## src/rtl/sap_sequencer_if.sv

```systemverilog
// sap_sequencer_if -- signal bundle between the SAP-1 sequencer and its user.
//   instruction  [3:0]  opcode from IR upper nibble (valid from T4 onward)
//   zero_flag           ALU zero flag, consumed combinationally in T4
//   step_mode           1 = manual single-step, 0 = free-run
//   step                advance enable in manual mode, level-sampled per edge
//   control_word [12:0] {Lp,Cp,Ep,Lm_n,CE_n,Li_n,Ei_n,La_n,Ea,Su,Eu,Lb_n,Lo_n}
//   t_state      [5:0]  one-hot T-state (bit0 = T1), zero while halted
//   halted              high in HALTED
// master drives the inputs of the sequencer; slave is the sequencer itself.
interface sap_sequencer_if;
  logic [3:0]  instruction;
  logic        zero_flag;
  logic        step_mode;
  logic        step;
  logic [12:0] control_word;
  logic [5:0]  t_state;
  logic        halted;

  modport master (
    output instruction, zero_flag, step_mode, step,
    input  control_word, t_state, halted
  );

  modport slave (
    input  instruction, zero_flag, step_mode, step,
    output control_word, t_state, halted
  );
endinterface

```

## src/rtl/sap_sequencer.sv

```systemverilog
// sap_sequencer -- SAP-1 ring-counter / control-matrix sequencer.
// Ports:
//   clock  sole clock, rising edge
//   reset  asynchronous active-high; forces T1 immediately
//   bus    sap_sequencer_if.slave (instruction, zero_flag, step_mode, step in;
//          control_word, t_state, halted out)
// Build option:
//   SAP_EARLY_END_EN  variable-length instructions: LDA ends at T5, ADD/SUB at
//                     T6, everything else at T4. Undefined = fixed T1..T6.
module sap_sequencer (
  input  logic            clock,
  input  logic            reset,
  sap_sequencer_if.slave  bus
);

  typedef enum logic [2:0] {
    S_T1     = 3'd0,
    S_T2     = 3'd1,
    S_T3     = 3'd2,
    S_T4     = 3'd3,
    S_T5     = 3'd4,
    S_T6     = 3'd5,
    S_HALTED = 3'd6
  } state_t;

  localparam logic [3:0] OP_LDA = 4'b0000;
  localparam logic [3:0] OP_ADD = 4'b0001;
  localparam logic [3:0] OP_SUB = 4'b0010;
  localparam logic [3:0] OP_JMP = 4'b0011;
  localparam logic [3:0] OP_JZ  = 4'b0100;
  localparam logic [3:0] OP_OUT = 4'b1110;
  localparam logic [3:0] OP_HLT = 4'b1111;

  localparam logic [12:0] CW_NOP    = 13'b0001111100011;
  localparam logic [12:0] CW_T1     = 13'b0010111100011;
  localparam logic [12:0] CW_T2     = 13'b0101111100011;
  localparam logic [12:0] CW_T3     = 13'b0001001100011;
  localparam logic [12:0] CW_T4_MEM = 13'b0000110100011;  // LDA/ADD/SUB: IR addr -> MAR
  localparam logic [12:0] CW_T4_OUT = 13'b0001111110010;
  localparam logic [12:0] CW_T4_JMP = 13'b1001110100011;
  localparam logic [12:0] CW_T5_LDA = 13'b0001011000011;
  localparam logic [12:0] CW_T5_ALU = 13'b0001011100001;  // ADD/SUB: RAM -> B
  localparam logic [12:0] CW_T6_ADD = 13'b0001111000111;
  localparam logic [12:0] CW_T6_SUB = 13'b0001111001111;

  state_t state, state_nxt;
  logic   advance;
  logic   is_mem_op;  // opcodes that need a T5

  assign advance   = !bus.step_mode || bus.step;
  assign is_mem_op = (bus.instruction == OP_LDA) || (bus.instruction == OP_ADD) ||
                     (bus.instruction == OP_SUB);

  // State register
  always_ff @(posedge clock or posedge reset) begin
    if (reset) state <= S_T1;
    else       state <= state_nxt;
  end

  // Next state. The only opcode-dependent decisions are taken at the T4/T5
  // edges; HALT is sticky until reset.
  always_comb begin
    state_nxt = state;
    if (advance) begin
      case (state)
        S_T1: state_nxt = S_T2;
        S_T2: state_nxt = S_T3;
        S_T3: state_nxt = S_T4;
        S_T4: begin
          if (bus.instruction == OP_HLT) state_nxt = S_HALTED;
`ifdef SAP_EARLY_END_EN
          else if (is_mem_op)            state_nxt = S_T5;
          else                           state_nxt = S_T1;
`else
          else                           state_nxt = S_T5;
`endif
        end
        S_T5: begin
`ifdef SAP_EARLY_END_EN
          if ((bus.instruction == OP_ADD) || (bus.instruction == OP_SUB))
            state_nxt = S_T6;
          else
            state_nxt = S_T1;
`else
          state_nxt = S_T6;
`endif
        end
        S_T6:     state_nxt = S_T1;
        S_HALTED: state_nxt = S_HALTED;
        default:  state_nxt = S_T1;
      endcase
    end
  end

  // Outputs: purely a decode of state, opcode and zero flag.
  always_comb begin
    bus.control_word = CW_NOP;
    bus.t_state      = 6'b000000;
    bus.halted       = 1'b0;
    case (state)
      S_T1: begin
        bus.t_state      = 6'b000001;
        bus.control_word = CW_T1;
      end
      S_T2: begin
        bus.t_state      = 6'b000010;
        bus.control_word = CW_T2;
      end
      S_T3: begin
        bus.t_state      = 6'b000100;
        bus.control_word = CW_T3;
      end
      S_T4: begin
        bus.t_state = 6'b001000;
        if (is_mem_op)                    bus.control_word = CW_T4_MEM;
        else if (bus.instruction == OP_OUT) bus.control_word = CW_T4_OUT;
        else if (bus.instruction == OP_JMP) bus.control_word = CW_T4_JMP;
        else if ((bus.instruction == OP_JZ) && bus.zero_flag)
                                          bus.control_word = CW_T4_JMP;
      end
      S_T5: begin
        bus.t_state = 6'b010000;
        if (bus.instruction == OP_LDA) bus.control_word = CW_T5_LDA;
        else if ((bus.instruction == OP_ADD) || (bus.instruction == OP_SUB))
                                       bus.control_word = CW_T5_ALU;
      end
      S_T6: begin
        bus.t_state = 6'b100000;
        if (bus.instruction == OP_ADD)      bus.control_word = CW_T6_ADD;
        else if (bus.instruction == OP_SUB) bus.control_word = CW_T6_SUB;
      end
      S_HALTED: bus.halted = 1'b1;
      default: ;
    endcase
  end

endmodule

```

## src/flat_wrapper.sv

```systemverilog
// flat-port wrapper written by rule: the top's interface ports become plain ports
module sap_sequencer_flat 
  (clock, reset, bus_instruction, bus_zero_flag, bus_step_mode, bus_step, bus_control_word, bus_t_state, bus_halted);
  sap_sequencer_if bus_i ();
  input  logic clock;
  input  logic reset;
  input wire logic [$bits(bus_i.instruction)-1:0] bus_instruction;
  input wire logic [$bits(bus_i.zero_flag)-1:0] bus_zero_flag;
  input wire logic [$bits(bus_i.step_mode)-1:0] bus_step_mode;
  input wire logic [$bits(bus_i.step)-1:0] bus_step;
  output wire logic [$bits(bus_i.control_word)-1:0] bus_control_word;
  output wire logic [$bits(bus_i.t_state)-1:0] bus_t_state;
  output wire logic [$bits(bus_i.halted)-1:0] bus_halted;
  assign bus_i.instruction = bus_instruction;
  assign bus_i.zero_flag = bus_zero_flag;
  assign bus_i.step_mode = bus_step_mode;
  assign bus_i.step = bus_step;
  assign bus_control_word = bus_i.control_word;
  assign bus_t_state = bus_i.t_state;
  assign bus_halted = bus_i.halted;
  sap_sequencer u_core (.clock(clock), .reset(reset), .bus(bus_i));
endmodule
```

## config.mk

```make
export PLATFORM = sky130hd
export DESIGN_NAME = sap_sequencer_flat
export DESIGN_NICKNAME = d
export VERILOG_FILES = /design/src/rtl/sap_sequencer_if.sv /design/src/rtl/sap_sequencer.sv /design/src/flat_wrapper.sv
export SDC_FILE = /design/constraint.sdc
export NUM_CORES = 1
export LEC_CHECK = 0
export CORE_AREA = 2 2 39 41
export DETAILED_ROUTE_END_ITERATION = 10
export DIE_AREA = 0 0 41 43
export PLACE_DENSITY = 0.77
export SYNTH_ARGS = -nofsm -noshare
export SYNTH_HDL_FRONTEND = slang
export SYNTH_SLANG_ARGS = --single-unit
export TNS_END_PERCENT = 1
```

## constraint.sdc

```tcl
create_clock -name clock -period 2.5 [get_ports clock]
set_clock_uncertainty 0.05 [all_clocks]
set_input_delay 0.625 -clock clock [delete_from_list [all_inputs] [get_ports clock]]
set_output_delay 0.625 -clock clock [all_outputs]
set_load 0.01 [all_outputs]
```

==> out/metrics.cfg, run 1 <==
[synthesis]
yosysTopAreaCellShare_pct = 21.0
yosys-top-cells-area = dfrtp_1 (21%), nand2_1 (7.3%), mux2_2 (6.3%), nor2_1 (6.3%), a21oi_1 (5.6%)
synth_cells = 52
synthFlopType = dfrtp_1
synth_area_um2 = 358
syn_nets = 61
synth_edf_count = 0
synth_area_leader_cell = dfrtp_1
synth_cell_type_count = 26
synth.avg_cell_area_um2 = 6.88
synthTopCellsByCount = nand2_1 (7), nor2_1 (6), a21oi_1 (4), inv_1 (4)
yosys_warnings = 0
async_flop_share_pct = 100
synthMostInstantiatedCell = nand2_1
ys_ff_latch = 3
seq_area_frac_synth_pct = 21.0

[floorplanning]
io_pins = 29
core_area_um2 = 1380
die-area_um2 = 1760
fp.dieH_um = 43
initial_core_util_pct = 25.9
row_count = 14
die_w_um = 41

[final_layout]
largestRegisters = u_core.state: 3 flops
diodes = 0
regMostFlops = u_core.state
area_delta_synth_final_pct = 101
nets = 99
largest_reg_flops = 3
drive_gt1_share_pct = 31.5
final_design_area_no_fill_um2 = 721
nFillCells = 150

[global_routing]
grt_pass1_vias = 396
grtUsageMet3_pct = 1.57
grt_util_all_layers_pct = 11.5
antenna_found_initial = 0
grt_use_met1_pct = 12.0
grt_pass1_wl_um = 1430
grt_use_met2_pct = 21.3
grt_max_degree = 10
grt.busiest_layer = met2
grt-ovfl-total = 0

[worst_setup_path]
critPathArrivalTime_ns = 1.84
cp-end-kind = primary output
critPathKind = in2out
worstPathMaxFanout = 2
critPathRequiredTime_ns = 1.82
startpoint_type = input port

[clocking]
clk_path_buf_depth = 2
postCtsSetupBuffers = 0
cts_tree = built
ctsHoldBuffers = 0
clkTransAtPathRegs_ns = 0.03
clock_latency_ns = 0.23
cts_max_level = 1
clock-root-buffer = clkbuf_4
cts_buffers = 3
clkSinkCount = 3

[route]
drt_first_iter_violations = 12
ant_nets = 0
dr.pass1.iters = 4
post_drt_wl_per_cell_um = 9.93
routed_wl_um = 1040
avgViaCountPerCell = 4.83
vias = 507
drc_errors = 0

[place]
dpl-instance-area_um2 = 702
dp_hpwl_um = 839
pre_cts_ws_ns = -0.680
gp_congestion = 0.714
io_buffers = 28

[job]
drv_cap = 0

[sta]
setup_slack_ns = -0.0161
setup_viol = 1
drv_slew = 0
finalCritPeriodShare_pct = 101
post-route-min-period_ns = 2.52
slew-limit-headroom_pct = 82.6
fmax_mhz = 397
holdWs_ns = 0.511
final-hold-violation-count = 0
worst_pin_slew_ns = 0.261
rsz0062_at_grt = yes

[status]
violations = setup timing
status = finished with violations

[power_and_ir_drop]
powerDensity_nw_per_um2 = 872
p_leak_uw = 0.000342
ir_drop_mv = 0.392

[min_path]
min_path_type = in2async

stage by stage:
stage                     power, uW  setup TNS (ns)  utilization (%)  cells
final                           628         -0.0161             52.1    105
after global routing            676         -0.0218             52.1    105
after CTS                       624          -0.364             51.8    105
after detailed placement        555           -4.17             50.7    101
after global placement          545           -3.87             50.7    101
after floorplan                 335               0                -     52
layout make-up:
cell class | instances | area (um2) | share of cell area [%]
sequential | 3 | 75.1 | 10.4
tap | 16 | 20.0 | 2.78
clock buffer | 4 | 26.3 | 3.65
multi-input combinational | 41 | 262 | 36.3
timing repair buffer | 37 | 323 | 44.8
inverter | 4 | 15.0 | 2.08
cells in the final DEF, fill, tap and decap left out, drive strengths merged, types with 2 or more instances in the layout:
cell	n
nand2	7
nand4	2
dlygate4sd2	6
nor2	6
nor2b	2
buf	12
dfrtp	3
inv	4
and3b	2
nor3	3
dlymetal6s2s	2
a31oi	2
clkdlybuf4s50	14
mux2	2
a21oi	4
clkbuf	7
cell families (layout without fill, tap and decap cells):
kind of cell	count (synthesis)	after routing	share of synthesized area [%]
mux	2	2	6.29
buf+inv	8	45	10.8
compound gates	8	8	13.6
simple gates	30	30	45.8
xor+xnor	1	1	2.45
flops	3	3	21.0
final timing paths:
path,startpoint,slack (ns),to,cells past startpoint
max,bus_instruction[0],-0.02,bus_control_word[5],5
min,reset,0.51,u_core.state[2]$_DFFE_PP0P_,2
max reg2reg,u_core.state[0]$_DFFE_PP0P_,1.26,u_core.state[2]$_DFFE_PP0P_,3
min reg2reg,u_core.state[1]$_DFFE_PP0P_,0.64,u_core.state[1]$_DFFE_PP0P_,1
max in group asynchronous,reset,1.76,u_core.state[0]$_DFFE_PP0P_,2
min in group clock,u_core.state[1]$_DFFE_PP0P_,0.64,u_core.state[1]$_DFFE_PP0P_,1
metal layers:
layer / share of wire (%) / wire length [um]
met4: 0 / 0
met1: 35 / 370
met3: 9.6 / 100
met2: 55 / 572
met5: 0 / 0
worst max-delay path: stages:
cell	delay (ns)
dlygate4sd2_1	0.26
xor2_1	0.22
a21oi_1	0.10
or4b_1	0.48
buf_2	0.15
where the power goes:
| part | internal (uW) | total (uW) | switching (uW) |
|---|---|---|---|
| Combinational | 244 | 428 | 184 |
| Clock | 59.6 | 81.7 | 22.1 |
| Sequential | 72.9 | 118 | 45.4 |
| Total | 377 | 628 | 252 |
repair_timing:
action	CTS	global route
hold endpoints to repair	0	0
setup endpoints to repair	10	9
pin swaps	0	3
gates cloned	0	0
gates resized for setup	20	16
No activity file was read; power rests on OpenSTA's default activity.
==> run 2: changes to the inputs <==
--- a/config.mk
+++ b/config.mk
@@ -9,6 +9,7 @@
 export DETAILED_ROUTE_END_ITERATION = 10
 export DIE_AREA = 0 0 41 43
 export PLACE_DENSITY = 0.77
+export SKIP_CTS_REPAIR_TIMING = 1
 export SYNTH_ARGS = -nofsm -noshare
 export SYNTH_HDL_FRONTEND = slang
 export SYNTH_SLANG_ARGS = --single-unit
==> run 2 against run 1 <==
Against the previous run: the run still ends with setup timing left; non-clock buffer count grew 1; clock-buffer cell count is the same; register-to-register slack gained 0.03 ns; cell count grew 0.95%; hold slack is essentially flat; final area grew 4.9%; first-iteration DRC count grew 17%; largest cell class unchanged.
==> out/metrics.cfg, run 2 (synthesis results as in run 1) <==
[status]
status = finished with violations
violations = setup timing

[sta]
tns_ns = -0.00976  ; +0.00629 ns
holdWs_ns = 0.511  ; -0.000286 ns
setup_viol = 1  ; unchanged
fmax_mhz = 398  ; +0.25%
finalCritPeriodShare_pct = 100  ; -0.25 points
final-hold-violation-count = 0  ; unchanged
slew-limit-headroom_pct = 79.8  ; -2.8 points
post-route-min-period_ns = 2.51  ; -0.00629 ns
rsz0062_at_grt = yes
drv_slew = 0  ; unchanged
worst_pin_slew_ns = 0.303  ; +0.0419 ns
setup_slack_ns = -0.00976  ; +0.00629 ns

[min_path]
min_path_type = in2async

[clocking]
cts_tree = built
clkSinkCount = 3  ; unchanged
cts_max_level = 1  ; unchanged
clock_latency_ns = 0.23  ; about the same
clock-root-buffer = clkbuf_4
clk_path_buf_depth = 2  ; unchanged
clkTransAtPathRegs_ns = 0.03  ; about the same
cts_buffers = 3  ; unchanged

[place]
pre_cts_ws_ns = -0.680  ; unchanged
dp_hpwl_um = 839  ; unchanged
gp_congestion = 0.714  ; unchanged
io_buffers = 28  ; unchanged

[floorplanning]
initial_core_util_pct = 25.9  ; unchanged
die_w_um = 41  ; unchanged
fp.dieH_um = 43  ; unchanged
die-area_um2 = 1760  ; unchanged
core_area_um2 = 1380  ; unchanged
row_count = 14  ; unchanged
io_pins = 29  ; unchanged

[power_and_ir_drop]
p_leak_uw = 0.000411  ; +20%
powerDensity_nw_per_um2 = 831  ; -4.7%
power_uw = 628  ; -0.10%
ir_drop_mv = 0.403  ; +2.6%

[final_layout]
area_delta_synth_final_pct = 111
nets = 100  ; +1.0%
largestRegisters = u_core.state: 3 flops
post-route-util_pct = 54.6  ; +2.5 points
layout_common_cells = clkdlybuf4s50_1 (15), dlymetal6s2s_1 (11), buf_4 (10)
regMostFlops = u_core.state
diodes = 0  ; unchanged
largest_reg_flops = 3  ; unchanged
layout_commonest_cell = clkdlybuf4s50_1
drive_gt1_share_pct = 23.3  ; -8.1 points

[worst_setup_path]
cp_slowest_cell = or4b_1
reg2reg_depth = 3  ; unchanged
reg2reg_slack_ns = 1.29  ; +0.03 ns
critPathRequiredTime_ns = 1.82  ; about the same
max_stage_delay_ns = 0.44  ; -0.04 ns
worstPathMaxFanout = 2  ; unchanged
critPathArrivalTime_ns = 1.83  ; about the same
timing.rr.end = u_core.state[2]$_DFFE_PP0P_
rr_startpoint = u_core.state[0]$_DFFE_PP0P_
critPathKind = in2out
worstPathCellList = clkdlybuf4s50_1 > nor2_2 > or4b_1 > dlymetal6s2s_1
startpoint_type = input port
cp-end-kind = primary output

[route]
drt_first_iter_violations = 14  ; +2
dr.pass1.iters = 4  ; unchanged
drc_errors = 0  ; unchanged
routed_wl_um = 994  ; -4.7%
vias = 502  ; -0.99%
ant_nets = 0  ; unchanged
post_drt_wl_per_cell_um = 9.38  ; -5.6%
avgViaCountPerCell = 4.74  ; -1.9%

[global_routing]
grt_util_all_layers_pct = 11.3  ; -0.20 points
antenna_found_initial = 0  ; unchanged
grt_pass1_wl_um = 1400  ; -2.0%
grt_pass1_vias = 384  ; -3.0%
grt-ovfl-total = 0  ; unchanged
grt_max_degree = 10  ; unchanged

[job]
drv_cap = 0  ; unchanged

run 2: how the worst max path moves through the flow:
| stage | from | to |
|---|---|---|
| after floorplan | bus_instruction[1] | bus_control_word[5] |
| after global placement | bus_instruction[1] | bus_control_word[5] |
| after detailed placement | bus_instruction[1] | bus_control_word[5] |
| after CTS | bus_instruction[1] | bus_control_word[5] |
| after global routing | u_core.state[1]$_DFFE_PP0P_ | bus_t_state[2] |
| final | bus_instruction[2] | bus_control_word[5] |
run 2: critical path, delay by kind of cell:
| family | cells | cell delay, ns |
|---|---|---|
| simple gates | 2 | 0.59 |
| buf+inv | 2 | 0.61 |
run 2: area by class of cell:
class                      instances  area [um2]
sequential                         3        75.1
tap                               16        20.0
clock buffer                       4        26.3
multi-input combinational         41         246
inverter                           4        15.0
fill                             143         628
timing repair buffer              38         373
run 2: through the flow:
step	area (um2)	cells
after global placement	702	101
after floorplan	358	52
after CTS	728	105
after global routing	756	106
after detailed placement	702	101
final	756	106
run 2: layer usage:
metal	part of all wire (%)	GRT usage, %
met5	0	0
met4	0	4.00
met3	7.1	1.57
met2	55	20.6
met1	37	12.0
run 2: power breakdown:
part,switching [uW],leakage [uW],internal [uW],total [uW]
logic,180,0.000360,252,433
registers,40.3,0.0000363,73.1,113
clock network,22.2,0.0000150,59.6,81.8
total,243,0.000411,385,628
==> run 3: changes to the inputs <==
--- a/config.mk
+++ b/config.mk
@@ -6,6 +6,7 @@
 export NUM_CORES = 1
 export LEC_CHECK = 0
 export CORE_AREA = 2 2 39 41
+export CTS_CLUSTER_SIZE = 25
 export DETAILED_ROUTE_END_ITERATION = 10
 export DIE_AREA = 0 0 41 43
 export PLACE_DENSITY = 0.77
==> results of run 3 <==
Same layout as run 2: the final DEF is identical, and so are final timing and power.
